[src/rtl/loader_write_queue.sv]
// Write queue between the game loader and SDRAM: buffers loader byte writes and
// issues them one per 4-cycle memory slot (the slot_phase==3 cycle ends each slot).
module loader_write_queue #(
  parameter int DEPTH_LOG2 = 3,
  parameter int ADDR_W     = 22
) (
  input  logic                  clock,
  input  logic                  R_reset,
  input  logic                  wr_strobe,
  input  logic [ADDR_W-1:0]     wr_addr,
  input  logic [7:0]            wr_data,
  input  logic [1:0]            slot_phase,
  input  logic                  load_done,
  output logic                  mem_we,
  output logic [ADDR_W-1:0]     mem_addr,
  output logic [7:0]            mem_din,
  output logic [DEPTH_LOG2:0]   pending,
  output logic                  full,
  output logic                  overflow,
  output logic                  drained
);

  localparam int DEPTH = 1 << DEPTH_LOG2;
  localparam logic [DEPTH_LOG2:0]   CNT_DEPTH = (DEPTH_LOG2 + 1)'(DEPTH);
  localparam logic [DEPTH_LOG2:0]   CNT_ONE   = (DEPTH_LOG2 + 1)'(1);
  localparam logic [DEPTH_LOG2-1:0] PTR_ONE   = DEPTH_LOG2'(1);

  typedef enum logic {IDLE, ISSUE} state_t;

  state_t                  state;
  logic [ADDR_W+7:0]       fifo_mem [DEPTH];
  logic [DEPTH_LOG2-1:0]   head;
  logic [DEPTH_LOG2-1:0]   tail;
  logic [DEPTH_LOG2:0]     count;

  logic slot;
  logic pop;
  logic req;
  logic push;
  logic drop;

  // Pop decision uses the pre-push occupancy, so a write landing in an empty
  // queue during the slot cycle waits for the next slot.
  assign slot = (slot_phase == 2'd3);
  assign pop  = slot && (count != '0);
  assign req  = wr_strobe && !load_done;
  assign push = req && (!full || pop);
  assign drop = req && full && !pop;

  assign full    = (count == CNT_DEPTH);
  assign pending = count;
  assign mem_we  = (state == ISSUE);

  always_ff @(posedge clock) begin
    if (push) fifo_mem[tail] <= {wr_addr, wr_data};
  end

  always_ff @(posedge clock) begin
    if (R_reset) begin
      state    <= IDLE;
      mem_addr <= '0;
      mem_din  <= '0;
      head     <= '0;
      tail     <= '0;
      count    <= '0;
      overflow <= 1'b0;
      drained  <= 1'b0;
    end else begin
      if (push) tail <= tail + PTR_ONE;
      if (pop)  head <= head + PTR_ONE;
      case ({push, pop})
        2'b10:   count <= count + CNT_ONE;
        2'b01:   count <= count - CNT_ONE;
        default: count <= count;
      endcase
      if (drop) overflow <= 1'b1;
      // Issue outputs move only at the end of a slot, so each write is held 4 cycles.
      if (slot) begin
        if (count != '0) begin
          state               <= ISSUE;
          {mem_addr, mem_din} <= fifo_mem[head];
        end else begin
          state <= IDLE;
        end
      end
      drained <= load_done && (count == '0) && (state == IDLE);
    end
  end

endmodule

[config.mk]
export PLATFORM = sky130hd
export DESIGN_NAME = loader_write_queue
export DESIGN_NICKNAME = d
export VERILOG_FILES = /design/src/rtl/loader_write_queue.sv
export SDC_FILE = /design/constraint.sdc
export NUM_CORES = 1
export LEC_CHECK = 0
export BUFFER_PORTS_ARGS = -buffer_cell sky130_fd_sc_hd__buf_4
export CAP_MARGIN = 30
export CORE_MARGIN = 2
export CORE_UTILIZATION = 54
export DETAILED_ROUTE_END_ITERATION = 10
export GPL_TIMING_DRIVEN = 0
export PLACE_DENSITY = 0.75
export SLEW_MARGIN = 10
export SYNTH_ARGS = -nofsm -noshare
export SYNTH_HDL_FRONTEND = slang
export SYNTH_SLANG_ARGS = --single-unit
[constraint.sdc]
create_clock -name clock -period 4.3 [get_ports clock]
set_input_delay 0.43 -clock clock [delete_from_list [all_inputs] [get_ports clock]]
set_output_delay 0.43 -clock clock [all_outputs]
set_load 0.03 [all_outputs]
# Word-level counts from Yosys, hierarchy flattened
# Memory sizes are Yosys's and may differ from the RTL's. A register that Yosys moved wholly into a read port is not among the register bits.
# Cells that the tools add are included.
[op_classes] reduce_logical=15 mul=0 shifts=0 n_addsub=4 eq_ne=4 order_cmp=0 n_bitwise=1 mux=4 n_div=0
[op_table] operator="4-bit one-hot mux with 2 select lines" n=1
[op_table] operator="1-bit logical AND" n=7
[op_table] operator="3-bit by 1-bit adder with 3-bit output (second input constant)" n=2
[op_table] operator="4-bit by 1-bit adder with 4-bit output (second input constant)" n=1
[op_table] operator="2-bit == test (second input constant)" n=2
[op_table] operator="4-bit == test (second input constant)" n=1
[op_table] operator="4-bit zero test" n=1
[op_table] operator="4-bit nonzero test" n=1
[op_table] operator="4-bit by 1-bit subtractor with 4-bit output (second input constant)" n=1
[op_table] operator="1-bit zero test" n=3
[op_table] operator="1-bit two-way mux" n=3
[op_table] operator="2-bit by 1-bit == test with 1-bit output (second input constant)" n=1
[op_table] operator="2-bit AND reduction" n=1
[op_table] operator="2-bit nonzero test" n=1
[op_table] operator="1-bit logical OR" n=1
[op_table] operator="1-bit NOT" n=1
[totals] rom_bits=0 mem_count=1 latch_bits=0 output_inout_bits=38 word_cells=35 reg_bits=13 in_bits=36 ramBits=240
[memory_table] name="fifo_mem" depth=8 word_bits=30 read_ports=1 rd_clocked_by_memory_dff=1 wr=1 line_no="31" source="logic [ADDR_W+7:0] fifo_mem [DEPTH];"

# Depth between registers and ports, before layout
[depth] word_depth=6 mapped_depth=12 depth_no_buf=10

# Worst setup path before layout
# No wires, ideal clock.
[synth_path] kind="register -> register" startpoint="register count[1], in the netlist pending[1]" endpoint="memory fifo_mem[4][0] (netlist name), enable pin" slack_ns=-0.199 period_less_slack_ns=4.499 arrival_ns=4.007 stages_incl_launch_ff=6 n_path_buf=1 setup_time_ns=0.492 path_cell_list="dfxtp_1 buf_2 nor4b_2 nand2_1 nand2_1 nor4_1"
[synth_via] elab_chain_len=6
[synth_rtl] item="from (decl)" line_no="34" source="logic [DEPTH_LOG2:0] count;"
[synth_rtl] item="from (signal assigned)" line_no="72" source="2'b10: count <= count + CNT_ONE;"
[synth_rtl] item="from (signal assigned)" line_no="73" source="2'b01: count <= count - CNT_ONE;"
[synth_rtl] item="from (signal assigned)" line_no="74" source="default: count <= count;"
[synth_rtl] item="4-bit == test" line_no="50" source="assign full = (count == CNT_DEPTH);"
[synth_rtl] item="named net full" line_no="18" source="output logic full,"
[synth_rtl] item="1-bit zero test" line_no="47" source="assign push = req && (!full || pop);"
[synth_rtl] item="1-bit logical OR" line_no="47"
[synth_rtl] item="1-bit logical AND" line_no="47"
[synth_rtl] item="1-bit two-way mux" line_no="55" source="if (push) fifo_mem[tail] <= {wr_addr, wr_data};"
[synth_rtl] item="1-bit two-way mux (implied by the code)" line_no="55"
[synth_rtl] item="to (decl)" line_no="31"
# The timed path passes the listed nets, and every way through them passes these cells.

# Worst setup path in the final report
[layout_path] startpoint="register count[1], in the netlist pending[1]" endpoint="register count[3], in the netlist pending[3]"
[layout_via] elab_chain_len=6
[layout_rtl] item="4-bit nonzero test *" line_no="45" source="assign pop = slot && (count != '0);"
[layout_rtl] item="1-bit logical AND *" line_no="45"
[layout_rtl] item="named net pop" line_no="37" source="logic pop;"
[layout_rtl] item="1-bit logical OR" line_no="47"
[layout_rtl] item="1-bit logical AND" line_no="47"
[layout_rtl] item="2-bit by 1-bit == test with 1-bit output or 2-bit == test (tied branches)" line_no="71" source="case ({push, pop})"
[layout_rtl] item="4-bit one-hot mux with 2 select lines or 2-bit nonzero test (tied branches)"
# Mark *: on every way through the listed nets, which the timed path passes. The rest lies on a longest branch.
# A chain may end at the register's enable or synchronous reset.

==> reports/metrics.yaml <==
synth:
  synth.top_cells.by_area: "sky130_fd_sc_hd__edfxtp_1 (68%), sky130_fd_sc_hd__mux4_2 (13%), sky130_fd_sc_hd__dfxtp_1 (8.1%), sky130_fd_sc_hd__o22ai_1 (1.8%), sky130_fd_sc_hd__nor2_1 (1.5%)"
  synth_sequential_area_ratio_pct: 76.3
  synth_ff_type: "sky130_fd_sc_hd__edfxtp_1"
  post_synth_instance_area_um2: 10600
  yosys_warnings: 0
  post_synth.cell_area_avg_um2: 19.7
  synth.ff_latch_count: 283
  async_flop_share_pct: 0
  post_synth_inst_count: 536
  yosysTopAreaCellShare_pct: 68.2
  synthDistinctLibCells: 38
  number_of_nets_in_the_synthesized_netlist: 577
  synth_enable_flop_cells: 240
  synth_top_area_cell: "sky130_fd_sc_hd__edfxtp_1"
die:
  initial_utilization_pct: 54.7
  core_area_um2: 19300
  die_width_um: 144
  top_level_ports: 74
  floorplan.rows: 51
  design.die.area_um2: 20700
  die_height_um: 144
global_route:
  grt_pass1_wl_mm: 32.3
  via_count_of_the_first_global_routing_pass: 5524
  grt.total_usage_pct: 21.7
  pin_count_of_the_biggest_net_entering_global_routing: 19
  globalRouteOverflowTotal: 0
  antenna_found_initial: 0
power:
  total_power_mw: 5.89
  vdd_ir_drop_max_v: 0.000352
  power.density_cell_area_nw_per_um2: 466
  p_leak_nw: 4.17
placement:
  post-dp-hpwl_mm: 13.8
  port-buffer-count: 72
  routabilityCongestion: 0.771
  dpl-instance-area_um2: 11800
critical_path:
  crit_path_category: "reg2reg"
  cp_data_required_time_ns: 4.71
  crit_path_max_fanout: 11
  worst_path_most_repeated_cell: "sky130_fd_sc_hd__buf_6"
  startpoint_type: "flip-flop"
  critical_path.cell_chain: "buf_2, or4_4, and2_4, buf_6, buf_6, ha_1, clkbuf_1, nor4b_1, o21ai_0, o31ai_1, mux2_2"
  worstSetupEndpointType: "flip-flop"
  worst_path_dominant_cell_family: "simple AND/OR/NAND/NOR gates"
  cp_num_buf_inv: 4
  stage_delay_of_the_slowest_cell_on_the_critical_path_ns: 0.56
  rrSetupSlack_ns: 1.34
  worstPathArrival_ns: 3.37
  slowest_stage: "sky130_fd_sc_hd__or4_4"
routing:
  num_vias: 5496
  drt_pre_antenna_iters: 4
  routed_wire_length_per_instance_um: 23.2
  avgViaCountPerCell: 5.85
  postRouteAntennaNets: 0
  finalWirelength_mm: 21.8
  drt_iter0_markers: 397
  drc_errors: 0
timing:
  max-slew-margin-rel_pct: 39.1
  timing_hold_violations_final: 0
  worst_skew_ns: 0.0151
  tightestPinTransition_ns: 0.908
  post-route-period-util_pct: 68.8
  totalNegativeSetupSlack_ns: 0
  period_minus_slack_ns: 2.96
  setup_viol: 0
  timing.final.max_slew_violations: 0
  max_freq_ghz: 0.338
  grt_setup_unrepaired: "false"
  hold_ws_ns: 0.127
clocking:
  cts-root-to-sink-buffers: 3
  cts_htree_levels: 1
  clk_root_buffer_cell: "sky130_fd_sc_hd__clkbuf_16"
  number_of_buffers_inserted_for_hold_repair_after_clock_tree_synthesis: 0
  clock_sinks: 283
  worstSkewPairLatency_ns: 0.53
  clk_transition_reported_paths_ns: 0.06
  cts_setup_buffers: 0
  post_cts_sizing_count: 0
  tritoncts: "built"
  cts_buffers: 27
final_layout:
  nNetsFinal: 696
  finalCoreUtilization_pct: 65.4
  postLayoutCellArea_um2: 12600
  syn_to_final_growth_pct: 19.6
  antennaDiodeCount: 0
  n_fill_cell: 1264
  multi_input_area_um2: 2370
  drive_above_1_share_pct: 33.9
  ff_latch_area_um2: 8070
min_path:
  worstHoldPathType: "in2reg"
job:
  drv_cap: 0
outcome:
  run_status: "complete, no violations"
[cell usage after synthesis (all sizes together), types with 5 or more instances]
master / count
nor3: 32
clkbuf: 12
edfxtp: 240
buf: 19
mux4: 60
nor2: 46
ha: 5
o22ai: 30
dfxtp: 43
nand2: 6
[final timing paths]
kind | start | endpoint | cells past startpoint
hold reg to reg | overflow | overflow | 2
setup reg to reg | pending[1] | pending[3] | 11
setup / recovery | pending[1] | pending[3] | 11
hold / removal | wr_addr[2] | fifo_mem[2][10] | 1
[stage by stage]
stage | cells | setup WS [ns]
2_1_floorplan | 536 | 0.632
3_3_place_gp | 873 | -1.31
3_5_place_dp | 891 | 1.37
4_1_cts | 940 | 1.34
5_1_grt | 940 | 1.25
6_report | 940 | 1.34
[power by group]
group	switching (mW)	leakage (nW)	internal [mW]
Clock	0.936	0.423	1.39
Combinational	0.281	1.23	0.212
Sequential	0.0340	2.52	3.04
Total	1.25	4.17	4.64
[worst register-to-register path: stages (launching register included)]
cell and delay, ns:
sky130_fd_sc_hd__dfxtp_1 0.30, sky130_fd_sc_hd__buf_2 0.17, sky130_fd_sc_hd__or4_4 0.56, sky130_fd_sc_hd__and2_4 0.17, sky130_fd_sc_hd__buf_6 0.13, sky130_fd_sc_hd__buf_6 0.15, sky130_fd_sc_hd__ha_1 0.29, sky130_fd_sc_hd__clkbuf_1 0.18
sky130_fd_sc_hd__nor4b_1 0.33, sky130_fd_sc_hd__o21ai_0 0.12, sky130_fd_sc_hd__o31ai_1 0.08, sky130_fd_sc_hd__mux2_2 0.36
[per-layer routing]
layer / routed length (um) / GRT usage [%] / up-vias
met5: 0 / 0 / -
met4: 302 / 5.83 / 0
met3: 1380 / 4.03 / 25
met2: 11200 / 37.2 / 200
met1: 8870 / 28.8 / 2867
li1: - / - / 2404
[kinds of logic (layout without fill, tap and decap cells)]
kind of cell,after synthesis,in the layout,synth area share (%)
AO/OA/AOI/OAI,40,40,2.34
XOR/XNOR,7,7,0.580
flip-flops,283,283,76.3
adder cells (fa/ha/maj),5,5,0.592
AND/OR/NAND/NOR,103,103,5.10
buffers and inverters,34,173,1.91
multiplexers,64,64,13.2
[flip-flops by register name (all words and copies together) (netlist names)]
name	flops
mem_din	8
head	3
pending	4
mem_addr	22
tail	3
mem_we	1
drained	1
fifo_mem	240
overflow	1
[cell usage in the layout, fill, tap and decap left out, types with 3 or more instances in the layout]
master / n
sky130_fd_sc_hd__a21oi_1: 3
sky130_fd_sc_hd__buf_16: 4
sky130_fd_sc_hd__buf_2: 8
sky130_fd_sc_hd__buf_4: 79
sky130_fd_sc_hd__buf_6: 15
sky130_fd_sc_hd__bufinv_16: 3
sky130_fd_sc_hd__clkbuf_1: 24
sky130_fd_sc_hd__clkbuf_16: 27
sky130_fd_sc_hd__clkbuf_8: 3
sky130_fd_sc_hd__clkinv_2: 3
sky130_fd_sc_hd__dfxtp_1: 43
sky130_fd_sc_hd__edfxtp_1: 240
sky130_fd_sc_hd__ha_1: 5
sky130_fd_sc_hd__inv_1: 3
sky130_fd_sc_hd__mux2i_1: 3
sky130_fd_sc_hd__mux4_2: 60
sky130_fd_sc_hd__nand2_1: 6
sky130_fd_sc_hd__nor2_1: 38
sky130_fd_sc_hd__nor2_2: 4
sky130_fd_sc_hd__nor2_4: 4
sky130_fd_sc_hd__nor2b_1: 3
sky130_fd_sc_hd__nor3_1: 25
sky130_fd_sc_hd__nor3_2: 7
sky130_fd_sc_hd__o21ai_0: 3
sky130_fd_sc_hd__o22ai_1: 30
sky130_fd_sc_hd__xnor2_1: 4
sky130_fd_sc_hd__xor2_1: 3
[final cells by class]
cell class,count,share of cell area [%]
inverter,3,0.0890
buffer,31,1.50
clock inverter,7,0.890
clock buffer,42,6.02
tap,265,2.62
timing repair buffer,90,6.33
sequential,283,63.8
multi-input combinational,219,18.8
(Power assumes the default switching activity.)
